`src/rtl/pin_change_irq_c.sv`:
```
// Pin-change interrupt block for port C: PCICR/PCMSK1 in data memory, PCIFR in I/O space,
// with a two-flop synchronizer and edge detector feeding a sticky pending flag PCIF1.
module pin_change_irq_c #(
  parameter logic [7:0] PCICR_Address  = 8'h68,
  parameter logic [7:0] PCMSK1_Address = 8'h6C,
  parameter logic [5:0] PCIFR_Address  = 6'h1B
) (
  input  logic       cp2,
  input  logic       ireset,
  input  logic [5:0] IO_Addr,
  input  logic       iore,
  input  logic       iowe,
  input  logic [7:0] ramadr,
  input  logic       ramre,
  input  logic       ramwe,
  input  logic [7:0] dbus_in,
  output logic       io_out_en,
  output logic [7:0] io_dbus_out,
  output logic       dm_out_en,
  output logic [7:0] dm_dbus_out,
  input  logic [6:0] pinC_i,
  output logic [6:0] PCINT,
  output logic       PCIE1,
  output logic       pcint1_irq,
  input  logic       pcint1_ack
);

  logic       r_pcie1;
  logic [6:0] r_pcmsk1;
  logic       r_pcif1;
  logic [6:0] r_s1;
  logic [6:0] r_s2;
  logic [6:0] r_prev;

  logic       w_pcicr_sel;
  logic       w_pcmsk1_sel;
  logic       w_pcifr_sel;
  logic [6:0] w_change;
  logic       w_set;
  logic       w_clr;

  assign w_pcicr_sel  = (ramadr == PCICR_Address);
  assign w_pcmsk1_sel = (ramadr == PCMSK1_Address);
  assign w_pcifr_sel  = (IO_Addr == PCIFR_Address);

  assign w_change = (r_s2 ^ r_prev) & r_pcmsk1;
  assign w_set    = |w_change;
  assign w_clr    = (iowe & w_pcifr_sel & dbus_in[1]) | pcint1_ack;

  // Configuration registers
  always_ff @(posedge cp2 or posedge ireset) begin
    if (ireset) begin
      r_pcie1  <= 1'b0;
      r_pcmsk1 <= 7'h00;
    end else begin
      if (ramwe && w_pcicr_sel)
        r_pcie1 <= dbus_in[1];
      if (ramwe && w_pcmsk1_sel)
        r_pcmsk1 <= dbus_in[6:0];
    end
  end

  // Synchronizer and previous-sample stage for edge detection
  always_ff @(posedge cp2 or posedge ireset) begin
    if (ireset) begin
      r_s1   <= 7'h00;
      r_s2   <= 7'h00;
      r_prev <= 7'h00;
    end else begin
      r_s1   <= pinC_i;
      r_s2   <= r_s1;
      r_prev <= r_s2;
    end
  end

  // Pending flag: a new change event beats a simultaneous clear so no edge is lost
  always_ff @(posedge cp2 or posedge ireset) begin
    if (ireset)
      r_pcif1 <= 1'b0;
    else if (w_set)
      r_pcif1 <= 1'b1;
    else if (w_clr)
      r_pcif1 <= 1'b0;
  end

  assign PCINT      = r_pcmsk1;
  assign PCIE1      = r_pcie1;
  assign pcint1_irq = r_pcif1 & r_pcie1;

  assign io_out_en   = iore & w_pcifr_sel;
  assign io_dbus_out = io_out_en ? {6'b0, r_pcif1, 1'b0} : 8'h00;

  assign dm_out_en = ramre & (w_pcicr_sel | w_pcmsk1_sel);

  always_comb begin
    dm_dbus_out = 8'h00;
    if (ramre && w_pcicr_sel)
      dm_dbus_out = {6'b0, r_pcie1, 1'b0};
    else if (ramre && w_pcmsk1_sel)
      dm_dbus_out = {1'b0, r_pcmsk1};
  end

endmodule

```
`config.mk`:
```
export PLATFORM = sky130hd
export DESIGN_NAME = pin_change_irq_c
export DESIGN_NICKNAME = d
export VERILOG_FILES = /design/src/rtl/pin_change_irq_c.sv
export SDC_FILE = /design/constraint.sdc
export NUM_CORES = 1
export LEC_CHECK = 0
export CAP_MARGIN = 40
export CELL_PAD_IN_SITES_DETAIL_PLACEMENT = 0
export CELL_PAD_IN_SITES_GLOBAL_PLACEMENT = 2
export CORE_MARGIN = 3
export CORE_UTILIZATION = 25
export CTS_BUF_LIST = sky130_fd_sc_hd__clkbuf_16
export CTS_CLUSTER_SIZE = 40
export DETAILED_ROUTE_END_ITERATION = 8
export GPL_TIMING_DRIVEN = 0
export PLACE_DENSITY_LB_ADDON = 0.1
export SLEW_MARGIN = 20
export SYNTH_ARGS = -nofsm -noshare
export SYNTH_HDL_FRONTEND = slang
export SYNTH_SLANG_ARGS = --single-unit
```
`constraint.sdc`:
```
create_clock -name cp2 -period 1.9 [get_ports cp2]
set_input_delay 0.285 -clock cp2 [delete_from_list [all_inputs] [get_ports cp2]]
set_output_delay 0.285 -clock cp2 [all_outputs]
set_load 0.005 [all_outputs]
```
# After elaboration in Yosys (flattened, before gate mapping)
# Cells that the tools add are included.
[op_classes] n_eq_ne=3 n_mux=5 bitwise=9 n_reduce_logical=6
[ops] operator="== test 8 x 7 -> 1 bit (second input constant)" n=2
[ops] operator="2-to-1 mux 7 bit" n=2
[ops] operator="bitwise AND 7 bit" n=1
[ops] operator="OR reduction 7 bit" n=1
[ops] operator="bitwise XOR 7 bit" n=1
[ops] operator="== test 6 x 5 -> 1 bit (second input constant)" n=1
[ops] operator="bitwise AND 1 bit" n=5
[ops] operator="logical AND 1 bit" n=4
[ops] operator="2-to-1 mux 1 bit" n=2
[ops] operator="2-to-1 mux 2 bit" n=1
[ops] operator="OR 1 bit" n=2
[ops] operator="nonzero test 2 bit" n=1
[totals] reg_bits=30 inputBits=36 output_inout_bits=27 word_cells=29

# Logic depth before layout (Yosys ltp)
[depth] ltp_word=6 mapped_depth=3 mapped_depth_nobuf=3

# Worst setup path before layout
# OpenSTA, ideal clock, no wires.
[synth_timing] path_kind="input port to output port" start="in ramadr[7]" end="out dm_dbus_out[0]" arrival_time_ns=1.068 t_required_ns=1.615 setup_slack_ns=0.547 path_stages=3 path_buffers=0 cell_sequence="nor4b_4 and4_2 and2_1"
[synth_via] elab_chain_cells=4 word_cells_on_any_way=6 classes_between="2 x eq/ne; 2 x mux; 2 x reduce/logical"
[synth_lines] item="from (decl)" line_no="13" rtl="input logic [7:0] ramadr,"
[synth_lines] item="== test 8 x 7 -> 1 bit" line_no="43" rtl="assign w_pcmsk1_sel = (ramadr == PCMSK1_Address);"
[synth_lines] item="logical AND 1 bit" line_no="99" rtl="else if (ramre && w_pcmsk1_sel)"
[synth_lines] item="2-to-1 mux 7 bit" line_no="99"
[synth_lines] item="2-to-1 mux 7 bit *" line_no="97" rtl="if (ramre && w_pcicr_sel)"
[synth_lines] item="to (decl)" line_no="20" rtl="output logic [7:0] dm_dbus_out,"
# Mark *: on every way between the ends. The rest lies on a longest branch, timed or not.

# Worst setup path after layout
[layout_timing] start="in ramadr[5]" end="out dm_dbus_out[5]"
# The elaborated chain is that of the path after synthesis.

==> summary.txt <==
Floorplan
  – Die Area: between 5000 and 6000 um^2
  – Die X: 75.1 um
  – Core area: between 4000 and 5000 um^2
  – Boundary Pins: between 60 and 70
  – Initial Util: between 20% and 30%
  – FP Rows: 24
  – Chip Height: about 75 um

Logic synthesis
  – Post-synth EDFFs: 0
  – Complex-gate fraction of the synthesized area: 2.83%
  – Xor and xnor area share after synthesis: just over 5%
  – Ys flop type: dfrtp_1
  – Post-synthesis simple-gate area fraction: roughly 15%
  – Register area share after synthesis: 62.9%
  – FF+latch count, synth: 30
  – Syn Std Cell Area: about 1200 um^2
  – Synthesis warning total: 0
  – Mux share of post-synthesis cell area: 8.39%
  – Netlist cell types: 23
  – Syn_area_per_cell: between 10 and 15 um^2
  – Largest family of logic cells by synthesized area: simple AND/OR/NAND/NOR gates
  – Asr flop ratio synth: 100%
  – Synth Area in Adders: 0%
  – Gate Count Post-Synth: 83

Pwr
  – Max VDD drop: approximately 0.68 mV
  – P per Cell Area: a little under 800 nW/um^2
  – Leak pwr: ~0.96 nW

Run
  – Max-cap violations: 0

STA
  – RSZ-0062 raised after global routing: no
  – Setup violators final: 0
  – PnR worst setup slack: 0.0685 ns
  – Worst slew margin: between 50 and 60%
  – Worst Tran Pin Value: 0.630 ns
  – Post-route minimum period: roughly 1.8 ns
  – Fraction of the cycle the final worst path needs: between 90% and 100%
  – Worst hold margin: ~0.34 ns
  – Fin. Hold Viols: 0
  – Layout Skew: 0.00282 ns
  – Achievable clock frequency: roughly 0.55 GHz
  – Slew Limit Fails: 0

Clock network
  – H-tree depth: 2
  – CTS buffer count: 5
  – Maximum clock insertion buffer count: 2
  – TritonCTS clock tree: done
  – Sink Count: 30
  – Hold_buf cts: 0
  – Clock latency on the worst-skew pair: about 0.27 ns
  – CTS clock-pin slew for the worst setup and hold paths: ~0.05 ns
  – CTS root buffer: clkbuf_16

Global route
  – GR met2 Demand/Resource: between 10% and 20%
  – Met3 GRT Util: under 10%
  – Grt total ovfl: 0
  – Initial antenna violation count: 0
  – Vias in the first global route: 832
  – GRT Max-Usage Layer: met2
  – Largest net degree at the start of global routing: 18
  – First-pass GRT wire length: ~3900 um
  – Total GRT Usage: about a tenth
  – GR Util met1: between 10% and 20%

Worst setup path
  – Reg2reg path depth: 3
  – CP required: approximately 1.6 ns
  – Worst reg2reg startpoint: r_s2[4]$_DFF_PP0_
  – Worst path slowest cell: clkdlybuf4s50_1
  – Crit path arrival time: 1.55 ns
  – Crit-path cells: clkdlybuf4s50_1 > and3b_2 > and4_4 > buf_6 > and2_1 > clkbuf_2
  – CP Launch Type: input pin
  – Critical path type: in2out
  – CP max stage delay: around 0.46 ns
  – Critical Path End Type: primary output
  – Flop2flop setup slack: ~0.72 ns
  – Worst r2r dst: r_pcif1$_DFFE_PP0P_
  – CP max FO: 5

Routing
  – Routed Antenna Nets: 0
  – Total Wirelength: about 2700 um
  – DRC viols: 0
  – WL per Instance: 12.7 um
  – TritonRoute pass-1 iters: 4
  – Via count: about 850
  – DR iter-0 viols: 11
  – Vias/cell: roughly 4

Placement
  – Number of port buffers: 53
  – Dpl ws: -0.565 ns
  – DP HPWL: between 2000 and 2500 um
  – GPL Wtd Cong: around 0.68
  – Dpl cells: around 200

Finish
  – Most common cell after layout, fill and taps aside: clkdlybuf4s50_1
  – # diodes: 0
  – Layout cell share with drive strength beyond 1: 27.2%
  – Nets: ~190
  – Area delta synth->final: 67.5%
  – Finished Layout Cells: 210
  – Most frequent cells in the layout: clkdlybuf4s50_1 (38), dfrtp_1 (30), buf_4 (13)
  – Fillers: between 400 and 500

Worst hold path
  – Hold_sp: r_s1[6]$_DFF_PP0_
  – WHS Path Cells: 0
  – Worst hold path class: reg2reg
  – Worst Hold Path EP: r_s2[6]$_DFF_PP0_

Status
  – Status: finished, final reports clean
## cells in the mapped netlist (all sizes together) (2+ instances only)
cell	n	area, um^2
a22oi	2	15.0
and2	8	50.1
and3	2	13.8
buf	8	60.1
dfrtp	30	751
mux2	8	90.1
nand2	2	7.51
nand2b	2	12.5
nand4	2	27.5
nor2b	2	12.5
xor2	7	61.3
## critical path, delay by kind of cell
family	cells	cell delay [ns]
buffers and inverters	3	0.69
and+or+nand+nor	3	0.57
## area by class of cell
| type | instances | area, um^2 | area share, % |
|---|---|---|---|
| Buffer | 8 | 60.1 | 3.00 |
| Clock buffer | 5 | 125 | 6.26 |
| Clock inverter | 3 | 12.5 | 0.626 |
| Inverter | 1 | 3.75 | 0.188 |
| Multi-Input combinational cell | 51 | 423 | 21.2 |
| Sequential cell | 30 | 751 | 37.5 |
| Tap cell | 52 | 65.1 | 3.25 |
| Timing Repair Buffer | 60 | 559 | 28.0 |
## how the worst max path moves through the flow
stage,startpoint,to,slack (ns),cells after the start
3_5_place_dp,ramadr[7],dm_dbus_out[5],-0.57,5
4_1_cts,ramadr[0],dm_dbus_out[5],-0.008,7
6_report,ramadr[5],dm_dbus_out[5],0.07,6
5_1_grt,ramadr[4],dm_dbus_out[1],0.03,5
2_1_floorplan,ramadr[7],dm_dbus_out[0],0.55,3
3_3_place_gp,ramadr[7],dm_dbus_out[5],-0.55,5
## per-layer routing
layer | up-vias | routed length [um]
met5 | - | 0
met4 | 0 | 65
met3 | 7 | 226
met2 | 41 | 1300
met1 | 386 | 1070
li1 | 415 | -
## cells by family (layout without fill, tap and decap cells)
family,Yosys count,after routing
mux,9,9
buf+inv,9,77
flops,30,30
other cells,1,8
simple gates,23,23
compound gates,4,4
xor+xnor,7,7
## timing repair
action / in CTS / in global routing
pin swaps: 3 / 1
gates resized for setup: 32 / 4
endpoints found under the setup margin: 10 / 4
buffers inserted: 5 / 1
gates cloned: 0 / 0
## metrics by stage
stage	util [%]	power (W)	setup TNS, ns	instance area [um^2]
floorplan	-	0.000766	0	1220
global placement	40.6	0.000870	-3.99	1820
detailed placement	40.9	0.000877	-4.21	1830
CTS	45.0	0.00160	-0.00771	2010
global route	44.7	0.00166	0	2000
finish	44.7	0.00157	0	2000
## registers in the layout, indices dropped and copies added, names as in the netlist
name / flops
PCIE1: 1
r_s1: 7
r_pcif1: 1
r_s2: 7
r_prev: 7
PCINT: 7
## where the power goes
| part | switching (W) | internal [W] | total (W) |
|---|---|---|---|
| Combinational | 0.0000534 | 0.000115 | 0.000168 |
| Clock | 0.000235 | 0.000469 | 0.000705 |
| Sequential | 0.0000213 | 0.000678 | 0.000699 |
(Power assumes the default switching activity.)
